[src/rtl/argmax_classifier.sv]
// ---------------------------------------------------------------------------
// argmax_classifier
//
// Streams NUM_CLASSES signed scores per frame (class index = arrival order)
// and reports the index of the largest score, the score itself, the margin
// between the winner and the runner-up, and a low-confidence flag when that
// margin does not exceed MARGIN_TH. The block alternates between collecting
// a frame and holding its result until the consumer takes it.
//
// Ports
//   clk        : single clock, rising edge
//   rst_n      : asynchronous active-low reset
//   valid_in   : a score is present on data_in
//   data_in    : signed score (DATA_W bits)
//   in_ready   : block accepts a score this cycle (COLLECT state)
//   flush      : synchronous abort of the current frame / held result
//   out_ready  : consumer accepts the result
//   valid_out  : result valid (HOLD state)
//   decision   : winning class index (IDX_W bits)
//   max_score  : signed winning score (DATA_W bits)
//   margin     : unsigned winner minus runner-up (DATA_W+1 bits)
//   low_conf   : margin <= MARGIN_TH
// ---------------------------------------------------------------------------
module argmax_classifier #(
    parameter int              NUM_CLASSES = 2,
    parameter int              DATA_W      = 12,
    parameter int              IDX_W       = 6,
    parameter logic [DATA_W:0] MARGIN_TH   = '0
) (
    input  logic              clk,
    input  logic              rst_n,
    input  logic              valid_in,
    input  logic [DATA_W-1:0] data_in,
    output logic              in_ready,
    input  logic              flush,
    input  logic              out_ready,
    output logic              valid_out,
    output logic [IDX_W-1:0]  decision,
    output logic [DATA_W-1:0] max_score,
    output logic [DATA_W:0]   margin,
    output logic              low_conf
);

    typedef enum logic {
        COLLECT = 1'b0,
        HOLD    = 1'b1
    } state_t;

    localparam logic signed [DATA_W-1:0] MOST_NEG = {1'b1, {(DATA_W-1){1'b0}}};
    localparam logic [IDX_W-1:0]         LAST_IDX = IDX_W'(NUM_CLASSES - 1);

    state_t                   state_q, state_d;
    logic [IDX_W-1:0]         cnt_q, cnt_d;
    logic signed [DATA_W-1:0] best_q, best_d;
    logic signed [DATA_W-1:0] second_q, second_d;
    logic [IDX_W-1:0]         bestIdx_q, bestIdx_d;
    logic [IDX_W-1:0]         decision_q, decision_d;
    logic [DATA_W-1:0]        maxScore_q, maxScore_d;
    logic [DATA_W:0]          margin_q, margin_d;
    logic                     lowConf_q, lowConf_d;

    logic signed [DATA_W-1:0] score;
    logic signed [DATA_W-1:0] candBest;
    logic signed [DATA_W-1:0] candSecond;
    logic [IDX_W-1:0]         candIdx;
    logic [DATA_W:0]          candMargin;
    logic                     accept;
    logic                     isLast;

    assign score  = $signed(data_in);
    assign accept = valid_in && (state_q == COLLECT);
    assign isLast = (cnt_q == LAST_IDX);

    // Tracking state as it would look after absorbing the incoming score.
    // A strict greater-than keeps ties on the lowest index; an equal score
    // lands in the runner-up slot instead, giving a zero margin. The margin
    // is formed on sign-extended operands so the full signed range fits.
    always_comb begin
        candBest   = best_q;
        candSecond = second_q;
        candIdx    = bestIdx_q;
        if (cnt_q == '0) begin
            candBest   = score;
            candIdx    = '0;
            candSecond = MOST_NEG;
        end else if (score > best_q) begin
            candSecond = best_q;
            candBest   = score;
            candIdx    = cnt_q;
        end else if (score > second_q) begin
            candSecond = score;
        end
        candMargin = {candBest[DATA_W-1], candBest} - {candSecond[DATA_W-1], candSecond};
    end

    // Next-state logic: collect scores until the last class, latch the result
    // into the output registers on that same edge, then hold until the
    // consumer handshakes. Flush is applied last so it wins over everything.
    always_comb begin
        state_d    = state_q;
        cnt_d      = cnt_q;
        best_d     = best_q;
        second_d   = second_q;
        bestIdx_d  = bestIdx_q;
        decision_d = decision_q;
        maxScore_d = maxScore_q;
        margin_d   = margin_q;
        lowConf_d  = lowConf_q;

        case (state_q)
            COLLECT: begin
                if (accept) begin
                    best_d    = candBest;
                    second_d  = candSecond;
                    bestIdx_d = candIdx;
                    if (isLast) begin
                        cnt_d      = '0;
                        state_d    = HOLD;
                        decision_d = candIdx;
                        maxScore_d = candBest;
                        margin_d   = candMargin;
                        lowConf_d  = (candMargin <= MARGIN_TH);
                    end else begin
                        cnt_d = cnt_q + IDX_W'(1);
                    end
                end
            end
            HOLD: begin
                if (out_ready) begin
                    state_d = COLLECT;
                end
            end
            default: begin
                state_d = COLLECT;
            end
        endcase

        if (flush) begin
            state_d    = COLLECT;
            cnt_d      = '0;
            best_d     = '0;
            second_d   = MOST_NEG;
            bestIdx_d  = '0;
            decision_d = '0;
            maxScore_d = '0;
            margin_d   = '0;
            lowConf_d  = 1'b0;
        end
    end

    // State and result registers; reset drops any partial frame.
    always_ff @(posedge clk or negedge rst_n) begin
        if (!rst_n) begin
            state_q    <= COLLECT;
            cnt_q      <= '0;
            best_q     <= '0;
            second_q   <= MOST_NEG;
            bestIdx_q  <= '0;
            decision_q <= '0;
            maxScore_q <= '0;
            margin_q   <= '0;
            lowConf_q  <= 1'b0;
        end else begin
            state_q    <= state_d;
            cnt_q      <= cnt_d;
            best_q     <= best_d;
            second_q   <= second_d;
            bestIdx_q  <= bestIdx_d;
            decision_q <= decision_d;
            maxScore_q <= maxScore_d;
            margin_q   <= margin_d;
            lowConf_q  <= lowConf_d;
        end
    end

    assign in_ready  = (state_q == COLLECT);
    assign valid_out = (state_q == HOLD);
    assign decision  = decision_q;
    assign max_score = maxScore_q;
    assign margin    = margin_q;
    assign low_conf  = lowConf_q;

endmodule

[config.mk]
export PLATFORM = sky130hd
export DESIGN_NAME = argmax_classifier
export DESIGN_NICKNAME = d
export VERILOG_FILES = /design/src/rtl/argmax_classifier.sv
export SDC_FILE = /design/constraint.sdc
export NUM_CORES = 1
export LEC_CHECK = 0
export CAP_MARGIN = 5
export CORE_MARGIN = 10
export CORE_UTILIZATION = 30
export DETAILED_ROUTE_END_ITERATION = 8
export HOLD_SLACK_MARGIN = 0.02
export PLACE_DENSITY = 0.52
export SYNTH_ARGS = -nofsm -noshare
export SYNTH_HDL_FRONTEND = slang
export SYNTH_SLANG_ARGS = --single-unit
[constraint.sdc]
create_clock -name clk -period 4.4 [get_ports clk]
set_input_delay 0.88 -clock clk [delete_from_list [all_inputs] [get_ports clk]]
set_output_delay 0.88 -clock clk [all_outputs]
set_load 0.01 [all_outputs]
==> After elaboration in Yosys (flattened, before gate mapping) <==
Cells that the tools add are included.
{ "totals": {"register_bits": 69, "latch_bits": 0, "ramBits": 0, "romBits": 0, "out_inout_bits": 34, "wordCells": 64, "n_memories": 0} }
{ "op_classes": {"addsub": 2, "mul": 0, "div_mod_pow": 0, "n_lt_le_gt_ge": 3, "n_eq_ne": 2, "shift": 0, "mux": 41, "n_bitwise": 1, "reduce_logical": 6} }
{ "op_table": {"columns": ["cell", "n"], "rows": [
  ["$mux 12", 15],
  ["$mux 6", 13],
  ["$mux 13", 4],
  ["$gt 12x12->1", 2],
  ["$le 13x1->1 const B", 1],
  ["$sub 12x12->13", 1],
  ["$mux 1", 8],
  ["$add 6x1->6 const B", 1],
  ["$eq 6x1->1 const B", 1],
  ["$logic_not 6->1", 1],
  ["$reduce_bool 2->1", 2],
  ["$reduce_and 3->1", 1],
  ["$ne 2x2->1 const B", 1],
  ["$pmux 1 s2", 1],
  ["$reduce_and 2->1", 1],
  ["$logic_and 1x1->1", 1],
  ["$not 1->1", 1]
]} }

==> Logic depth before layout (Yosys ltp) <==
Gate-level depths: netlist of the first run.
{ "logic_depth": {"depth_word": 10, "mapped_depth": 20, "mapped_depth_nobuf": 18} }

==> Least setup slack after synthesis of the first run <==
No wires, ideal clock.
{ "synth_timing": {"path_type": "input port to flip-flop", "startpoint": "input data_in[11]", "endpoint": "register lowConf_q, in the netlist low_conf", "setup_ps": 92, "t_arrival_ps": 4675, "setup_slack_ps": -367, "path_stages": 17, "path_buffers": 2, "cell_sequence": "ha_1 -> clkbuf_1 -> nand4_1 -> or3_1 -> nand3_1 -> buf_2 -> mux2i_1 -> a21oi_1 -> ha_1 -> fa_1 -> nor2b_4 -> o21a_1 -> o21ai_0 -> a2111oi_4 -> o2111ai_1 -> or4_1 -> o31ai_2"} }
{ "synth_via": {"elab_chain_len": 10} }
{ "synth_rtl": {"columns": ["item", "line", "text"], "rows": [
  ["start: declaration", "33", "input logic [DATA_W-1:0] data_in,"],
  ["$gt 12x12->1", "90", "end else if (score > second_q) begin"],
  ["$mux 12", "90", null],
  ["$mux 12", "86", "end else if (score > best_q) begin"],
  ["$mux 12", "82", "if (cnt_q == '0) begin"],
  ["$sub 12x12->13 (*)", "93", "candMargin = {candBest[DATA_W-1], candBest} - {candSecond[DATA_W-1], candSecond};"],
  ["$le 13x1->1 (*)", "122", "lowConf_d = (candMargin <= MARGIN_TH);"],
  ["$mux 1 (*)", "116", "if (isLast) begin"],
  ["$mux 1 (*)", "112", "if (accept) begin"],
  ["$mux 1 (*)", "110", "case (state_q)"],
  ["$mux 1 (*)", "138", "if (flush) begin"],
  ["end signal: assignment", "172", "lowConf_q <= lowConf_d;"],
  ["end: declaration", "60", "logic lowConf_q, lowConf_d;"]
]} }
Mark *: on every way between the ends. The rest lies on a longest branch, timed or not. The select of a mux whose other input is x is not followed.
A chain may end at the register's enable or synchronous reset.

==> Final worst setup path of the first run <==
{ "layout_timing": {"startpoint": "input data_in[2]", "endpoint": "register lowConf_q, in the netlist low_conf"} }
The elaborated chain is that of the path after synthesis.

==> results of run 1 <==
[worst paths after layout]
kind,end,startpoint,cells past startpoint
worst min register to register,max_score[8],max_score[8],1
worst max register to register,low_conf,second_q[11],18
max in group asynchronous,best_q[9],rst_n,2
worst max-delay path,low_conf,data_in[2],19
worst min-delay path,max_score[8],max_score[8],1
min in group asynchronous,best_q[7],rst_n,1
[critical path: cells and delay by family]
| kind | cells | cell delay (ps) |
|---|---|---|
| fa+ha+maj | 3 | 880 |
| compound gates | 4 | 520 |
| xor+xnor | 1 | 140 |
| buf+inv | 4 | 540 |
| mux | 1 | 260 |
| simple gates | 6 | 1370 |
[metrics by stage]
stage | cells | util (%) | setup WS [ps] | power, mW | area (sq um)
2_1_floorplan | 476 | - | -28.75 | 1.099 | 4701
3_3_place_gp | 794 | 40.12 | -816.9 | 1.429 | 6053
3_5_place_dp | 794 | 40.12 | -830.9 | 1.432 | 6053
4_1_cts | 818 | 45.08 | -108.0 | 2.356 | 6803
5_1_grt | 819 | 45.65 | -151.9 | 2.497 | 6888
6_report | 819 | 45.65 | 23.76 | 2.372 | 6888
[state kept, by name, indices dropped and copies added (netlist names)]
signal	count
margin	13
best_q	12
max_score	12
second_q	12
bestIdx_q	6
cnt_q	6
decision	6
low_conf	1
valid_out	1
[cell usage after synthesis, drive strengths merged, types with 2 or more instances]
master	count
dfrtp	68
nor2	46
ha	39
nand2	38
inv	32
mux2i	32
o21ai	31
a21oi	18
a22o	16
a21o	15
clkbuf	13
a221o	11
mux2	10
buf	9
nand4	9
nor3	9
nand3	8
nand2b	6
xnor2	6
o31ai	5
xor2	5
a31oi	4
a32oi	4
and2	3
nor2b	3
or3	3
a211o	2
a211oi	2
a221oi	2
nor4	2
o2111ai	2
o311a	2
o41ai	2
[what timing repair did]
item                       4_1_cts  5_1_grt
resized for setup              101       13
buffers inserted                 8        1
setup endpoints to repair        7        2
pin swaps                       37        9
[cell type report]
class	count	area share, %
clock buffers	12	3.579
clock inverters	4	1.381
inverters	32	1.744
multi-input cells	353	45.38
flip-flops and latches	69	25.09
well taps	188	3.415
repair buffers	161	19.42
[logic make-up after synthesis]
family,Yosys count,synth area share [%]
and+or+nand+nor,132,13.79
AOI/OAI and AO/OA,128,20.72
DFF,69,37.79
buffers and inverters,54,5.008
muxes,42,9.469
adders and majority gates,40,11.11
xor gates and xnor gates,11,2.107
[per-layer routing]
metal,track usage [%],up-vias,share of wire (%)
met4,5.965,0,2.0
met3,2.838,18,4.4
met5,0,-,0
met2,23.41,91,45
met1,19.68,2054,48
li1,-,2048,-
[where the power goes]
group	total (mW)	switching, mW	internal, mW
Sequential	0.683	0.0213	0.662
Clock	0.847	0.278	0.569
Combinational	0.842	0.417	0.425
==> impl_metrics.yaml, run 1 <==
logic_synthesis:
  synth_edf_count: 0
  synthArstFlopShare_pct: 100.0
  synthCells: 476
  synth_nets: 533
  yosysTopAreaCell: "dfrtp_1"
  yosysWarnings: 0
  avgSynthCellArea_sq_um: 9.605
  synth_ff_type: "dfrtp_1"
  synth.cell_area_sq_um: 4572
  synth_top_area_share_pct: 37.22
  netlist-cell-type-count: 62
  synthTopCellsByArea: "dfrtp_1 (37%), ha_1 (11%), mux2i_1 (7.0%)"
  ys_ff_latch: 69
  ys_seq_area_share_pct: 37.79
die:
  rows: 45
  start_util_pct: 30.30
  die_w_um: 143.5
  io_pins: 51
  die_area_sq_um: 20580
  coreArea_sq_um: 15090
  die_h_um: 143.5
critical_path:
  cp.arrival_ps: 4620
  crit_required_ps: 4650
  max_stage_delay_ps: 430
  crit_top_cell: "buf_4"
  crit_chain: "buf_2, buf_4, ha_4, nand4_1, or3_4, nand3_4, mux2i_2, a21oi_2, ha_2, fa_2, nor2b_4, buf_4, o2111ai_2, buf_4, nand3b_1, xnor2_2, o2111ai_1, or4_1, o31ai_2"
  cp_slowest_cell: "or3_4"
  endpoint_kind: "flip-flop"
  critPathLaunchType: "primary input"
  crit_type: "primary input to flip-flop"
  reg2reg_setup_slack_ps: 150
  cp_max_fo: 4
cts:
  insertion_delay_ps: 340
  clk_pin_slew_ps: 50
  numCtsBuffers: 9
  holdBufCountCts: 0
  cts_tree: "done"
  cts_sinks: 69
  htreeDepth: 3
  clock_path_buffers: 2
  cts-root-buf: "clkbuf_16"
sta:
  rsz0062_at_grt: "yes"
  timing.final.hold_violations: 0
  worst_pin_slew_ps: 1237
  report.final.slew_viol_count: 0
  hold_ws_ps: 496.1
  slew_headroom_pct: 17.52
  post-route-min-period_ps: 4376
  tns_ps: 0
  fmax_mhz: 228.5
  final-setup-viol-count: 0
  clock_skew_ps: 9.207
  fin_crit_sh_pct: 99.46
finish:
  diodes: 0
  area_growth_pct: 50.66
  multiInputGateArea_sq_um: 3126
  n_fill_cell: 1449
  final_common_cell: "buf_4"
  final_cell_mix: "buf_4 (110), dfrtp_1 (68), nor2_1 (46), clkdlybuf4s50_1 (37), nand2_1 (36)"
  final_layout_size_suffix_gt1_share_pct: 34.07
  register_area_sq_um: 1728
  nets: 683
run_status:
  status: "completed"
place:
  routabilityCongestion: 0.8591
  port_buffers: 50
  hpwl_mm: 10.81
global_routing:
  grt_overflow_total: 0
  grt_pass1_vias: 4483
  antenna_found_initial: 0
  grt_pass1_wl_mm: 24.23
  track_usage_pct: 14.90
  grt_max_degree: 39
worst_hold_path:
  worst_hold_path_type: "flip-flop to flip-flop"
routing:
  drc_errors: 0
  wire_per_inst_um: 17.93
  vias: 4211
  viasPerCell: 5.142
  drt_iter0_drc: 258
  drtPass1Iterations: 5
  ant_nets: 0
  finalWirelength_mm: 14.68
power:
  powerDensity_nw_per_um2: 344.3
  p_leak_nw: 3.036
  peakVddDrop_v: 0.0001672
flow_run:
  drv_cap: 0
Power figures use the tool's default switching activity.
==> run 2: changes to the inputs <==
--- a/config.mk
+++ b/config.mk
@@ -10,7 +10,8 @@
 export CORE_UTILIZATION = 30
 export DETAILED_ROUTE_END_ITERATION = 8
 export HOLD_SLACK_MARGIN = 0.02
-export PLACE_DENSITY = 0.52
+export SKIP_CTS_REPAIR_TIMING = 1
+export SLEW_MARGIN = 20
 export SYNTH_ARGS = -nofsm -noshare
 export SYNTH_HDL_FRONTEND = slang
 export SYNTH_SLANG_ARGS = --single-unit
==> run 2 against run 1 <==
  * The run now ends with setup timing left
  * Die area did not move
  * Worst hold slack worse by 11 ps
  * Final area fell by 2.8%
  * Register-to-register slack lost 160 ps
  * Global-route usage fell by 1.1 points
  * Cell count decreased by 0.24%
  * Largest power group is now combinational logic
==> impl_metrics.yaml, run 2 (synthesis results as in run 1) <==
run_status:
  status: "finished, violations left"
  violations: "setup timing"
cts:
  cts_tree: "done"
  insertion_delay_ps: 340
  clk_pin_slew_ps: 50
  clock_path_buffers: 2
  cts-root-buf: "clkbuf_16"
  htreeDepth: 3
  numCtsBuffers: 9
  cts_sinks: 69
critical_path:
  r2r_end: "low_conf"
  endpoint_kind: "flip-flop"
  cp.arrival_ps: 4740
  reg2reg_setup_slack_ps: -10
  crit_type: "primary input to flip-flop"
  max_stage_delay_ps: 500
  cp_max_fo: 7
  crit_required_ps: 4640
  cp_slowest_cell: "or4_1"
  crit_chain: "dlymetal6s2s_1, ha_4, o21ai_1, a21oi_2, o31ai_4, nand3_2, a21oi_4, buf_4, a21oi_2, ha_2, fa_2, nor2b_4, buf_4, o2111ai_2, buf_4, nand3b_1, xnor2_2, o2111ai_1, or4_1, o31ai_2"
  reg2reg_from: "best_q[11]"
  critPathLaunchType: "primary input"
  ff2ff_path_depth: 20
  crit_top_cell: "buf_4"
die:
  die_area_sq_um: 20580
  rows: 45
  die_h_um: 143.5
  io_pins: 51
  die_w_um: 143.5
  coreArea_sq_um: 15090
  start_util_pct: 30.30
sta:
  timing.final.hold_violations: 0
  clock_skew_ps: 6.697
  rsz0062_at_grt: "yes"
  fin_crit_sh_pct: 102.3
  final-setup-viol-count: 1
  fmax_mhz: 222.1
  setup_ws_ps: -101.6
  post-route-min-period_ps: 4502
  tns_ps: -101.6
  worst_pin_slew_ps: 1073
  slew_headroom_pct: 28.47
  hold_ws_ps: 485.0
  report.final.slew_viol_count: 0
finish:
  final_common_cell: "buf_4"
  n_fill_cell: 1422
  largest_reg_flops: 13
  final_cell_mix: "buf_4 (100), dfrtp_1 (68), nor2_1 (45), clkdlybuf4s50_1 (37), nand2_1 (36)"
  post-route-cell-area_sq_um: 6696
  top_register: "margin"
  stdcell_count: 817
  diodes: 0
  final_layout_size_suffix_gt1_share_pct: 31.96
  area_growth_pct: 46.47
  nets: 683
place:
  port_buffers: 50
  dp_cells: 787
  hpwl_mm: 10.69
  routabilityCongestion: 0.8754
  placed_area_sq_um: 6001
power:
  internal_power_mw: 1.461
  powerDensity_nw_per_um2: 322.6
  p_switching_uw: 699.3
  p_leak_nw: 3.005
  switching_share_pct: 32.36
  peakVddDrop_v: 0.0001430
  p_comb_share_pct: 39.2
  total_power_mw: 2.161
  clock_power_share_pct: 29.2
  pwr-share-seq_pct: 31.6
routing:
  drt_iter0_drc: 237
  drc_errors: 0
  wire_per_inst_um: 17.61
  vias: 4207
  drtPass1Iterations: 5
  viasPerCell: 5.149
  ant_nets: 0
  finalWirelength_mm: 14.39
global_routing:
  antenna_found_initial: 0
  grt_pass1_wl_mm: 22.57
  grt_overflow_total: 0
  grt_pass1_vias: 4294
  track_usage_pct: 13.78
  grt_max_degree: 39
worst_hold_path:
  worstHoldStart: "decision[4]"
  hold_end: "decision[4]"
  worst_hold_path_type: "flip-flop to flip-flop"
  min_path_cells: 2
flow_run:
  drv_cap: 0
## run 2: changes by cell type in the layout (fill, tap and decap cells not counted), moves of 3 or more
cell	change
buf_4	-10
ha_1	+9
clkbuf_2	+5
ha_4	-9
buf_6	+7
bufinv_16	-3
## run 2: cell type report
| class | count | area [sq um] | share of cell area (%) |
|---|---|---|---|
| Timing Repair Buffer | 161 | 1354 | 20.22 |
| Tap cell | 188 | 235.2 | 3.513 |
| Multi-Input combinational cell | 353 | 3012 | 44.97 |
| Sequential cell | 69 | 1728 | 25.80 |
| Clock inverter | 3 | 15.01 | 0.2242 |
| Inverter | 32 | 120.1 | 1.794 |
| Clock buffer | 11 | 232.7 | 3.475 |
## run 2: how the worst max path moves through the flow
stage	from	slack, ps	depth (start not counted)	end
floorplan	data_in[11]	-30	19	low_conf
global placement	data_in[6]	-750	16	low_conf
detailed placement	data_in[5]	-850	16	low_conf
CTS	data_in[5]	-570	16	low_conf
global route	data_in[1]	-240	17	low_conf
finish	data_in[2]	-100	20	low_conf
## run 2: routing by layer
metal / vias to the layer above / wire, um / GRT usage, %
met2: 102 / 6699 / 22.17
met1: 2044 / 6667 / 17.52
met5: - / 0 / 0
met4: 0 / 269 / 5.373
li1: 2041 / - / -
met3: 20 / 748 / 3.135
## run 2: power groups by stage
stage / clock (mW) / combinational (mW) / sequential [mW]
finish: 0.630 / 0.846 / 0.684
floorplan: 0 / 0.402 / 0.697
CTS: 0.642 / 0.743 / 0.683
global placement: 0 / 0.727 / 0.693
detailed placement: 0 / 0.735 / 0.693
global route: 0.672 / 0.920 / 0.687
## run 2: stage by stage
step,utilization (%),worst slack [ps]
floorplan,-,-28.75
global placement,39.77,-753.5
detailed placement,39.77,-850.4
CTS,41.41,-569.6
global route,44.38,-238.0
finish,44.38,-101.6
## run 2: critical path, delay by kind of cell
family,cells,cell delay (ps)
simple gates,4,940
xor+xnor,1,150
compound gates,8,1330
fa+ha+maj,3,810
buf+inv,4,640
==> run 3: changes to the inputs <==
==> constraint.sdc (replaced) <==
create_clock -name clk -period 4.9 [get_ports clk]
set_input_delay 0.98 -clock clk [delete_from_list [all_inputs] [get_ports clk]]
set_output_delay 0.98 -clock clk [all_outputs]
set_load 0.01 [all_outputs]
==> run 3 against run 2 <==
  * The flow now finishes without violations
  * Critical path depth down 3
  * Die area unchanged
  * Register-to-register slack better by 440 ps
  * Sequential power down 9.8%
  * Final area down 4.0%
  * Via count down 2.0%
  * Setup slack better by 240 ps
  * Wire length down 5.3%
  * Total power down 9.3%
  * Critical path type unchanged
  * Non-clock buffer count down 28
  * Global-route usage down 0.58 points
  * Cell count down 3.2%
==> impl_metrics.yaml, run 3 (synthesis results as in run 1) <==
power:
  p_comb_share_pct: 34.3
  peakVddDrop_v: 0.0001823
  clock_power_share_pct: 34.2
  switching_share_pct: 31.97
  total_power_mw: 1.959
  internal_power_mw: 1.333
  p_switching_uw: 626.4
  pwr-share-seq_pct: 31.5
  p_leak_nw: 2.943
  powerDensity_nw_per_um2: 304.6
run_status:
  status: "completed"
global_routing:
  grt_pass1_wl_mm: 21.76
  track_usage_pct: 13.20
  grt_pass1_vias: 4355
  grt_overflow_total: 0
  grt_max_degree: 42
  antenna_found_initial: 0
worst_hold_path:
  worst_hold_path_type: "flip-flop to flip-flop"
  hold_end: "max_score[0]"
  min_path_cells: 2
  worstHoldStart: "max_score[0]"
sta:
  report.final.slew_viol_count: 0
  timing.final.hold_violations: 0
  fin_crit_sh_pct: 97.17
  post-route-min-period_ps: 4761
  worst_pin_slew_ps: 958.4
  slew_headroom_pct: 36.11
  fmax_mhz: 210.0
  clock_skew_ps: 4.844
  final-setup-viol-count: 0
routing:
  drt_iter0_drc: 165
  viasPerCell: 5.210
  drtPass1Iterations: 4
  ant_nets: 0
  finalWirelength_mm: 13.62
  vias: 4121
  drc_errors: 0
  wire_per_inst_um: 17.22
critical_path:
  cp-startpoint: "data_in[9]"
  crit_required_ps: 5150
  r2r_end: "low_conf"
  crit_type: "primary input to flip-flop"
  critPathLaunchType: "primary input"
  ff2ff_path_depth: 19
  cp.arrival_ps: 5010
  endpoint_kind: "flip-flop"
  reg2reg_from: "second_q[11]"
  cp_max_fo: 9
  reg2reg_setup_slack_ps: 430
cts:
  clock_path_buffers: 2
  htreeDepth: 3
  cts_sinks: 69
  numCtsBuffers: 9
  cts-root-buf: "clkbuf_16"
  cts_tree: "done"
  clk_pin_slew_ps: 50
  insertion_delay_ps: 340
place:
  dp_cells: 771
  routabilityCongestion: 0.8982
  hpwl_mm: 10.04
  placed_area_sq_um: 5796
  port_buffers: 50
finish:
  final_common_cell: "buf_4"
  top_register: "margin"
  nets: 655
  diodes: 0
  final_layout_size_suffix_gt1_share_pct: 24.88
  area_growth_pct: 40.67
  stdcell_count: 791
  final_cell_mix: "buf_4 (81), dfrtp_1 (68), nor2_1 (46), clkdlybuf4s50_1 (37), nand2_1 (36)"
  post-route-cell-area_sq_um: 6431
  largest_reg_flops: 13
die:
  io_pins: 51
  die_h_um: 143.5
  start_util_pct: 30.30
  die_w_um: 143.5
  coreArea_sq_um: 15090
  rows: 45
  die_area_sq_um: 20580
flow_run:
  drv_cap: 0
==> run 3: cell count changes in the layout (fill, tap and decap cells not counted), sizes merged <==
cell | before | now
buf | 117 | 84
clkbuf | 16 | 10
clkinv | 3 | 2
inv | 32 | 33
bufinv | 0 | 1
dlymetal6s2s | 2 | 12
clkinvlp | 0 | 2
==> run 3: layout make-up <==
cell class,instances,area [sq um]
multi-input combinational,353,2873
inverter,32,120.1
fill,1465,8658
timing repair buffer,133,1165
clock inverter,6,71.32
tap,188,235.2
sequential,69,1728
clock buffer,10,239.0
==> run 3: worst max path at each step <==
| stage | endpoint | slack (ps) | cells after the start |
|---|---|---|---|
| CTS | low_conf | -260 | 18 |
| floorplan | low_conf | 30 | 17 |
| finish | low_conf | 140 | 17 |
| detailed placement | low_conf | -600 | 16 |
| global placement | low_conf | -610 | 18 |
| global route | low_conf | -30 | 18 |
==> run 3: worst max-delay path, stage by stage <==
cell,delay [ps]
dlymetal6s2s_1,180
ha_1,330
nand4_1,130
buf_4,170
nor3_1,290
o21ba_4,230
a21oi_4,220
buf_6,160
buf_12,120
mux2_1,350
ha_1,330
a21oi_1,260
and4b_1,230
o311a_1,190
o2111ai_1,120
or4_4,500
o31ai_2,220
==> run 3: layer usage <==
metal	GRT usage (%)	share of wire (%)	vias to the layer above
li1	-	-	1994
met2	21.07	47	87
met5	0	0	-
met3	2.442	4.0	18
met4	5.696	2.1	0
met1	17.05	47	2022
==> run 3: power groups by stage <==
stage	logic, mW	registers, mW	clock network, mW
CTS	0.614	0.617	0.684
finish	0.672	0.617	0.670
global placement	0.602	0.626	0
floorplan	0.335	0.625	0
detailed placement	0.607	0.627	0
global route	0.733	0.621	0.713
==> run 3: per-stage QoR <==
step	hold slack (ps)	setup WS, ps	setup TNS, ps	utilization, %
after floorplan	479.2	33.31	0	-
after global placement	476.4	-605.3	-1840	38.37
after global routing	518.3	-27.07	-27.07	42.62
final	483.3	138.9	0	42.62
after detailed placement	479.1	-601.3	-2000	38.41
after CTS	491.9	-256.7	-290.1	40.46
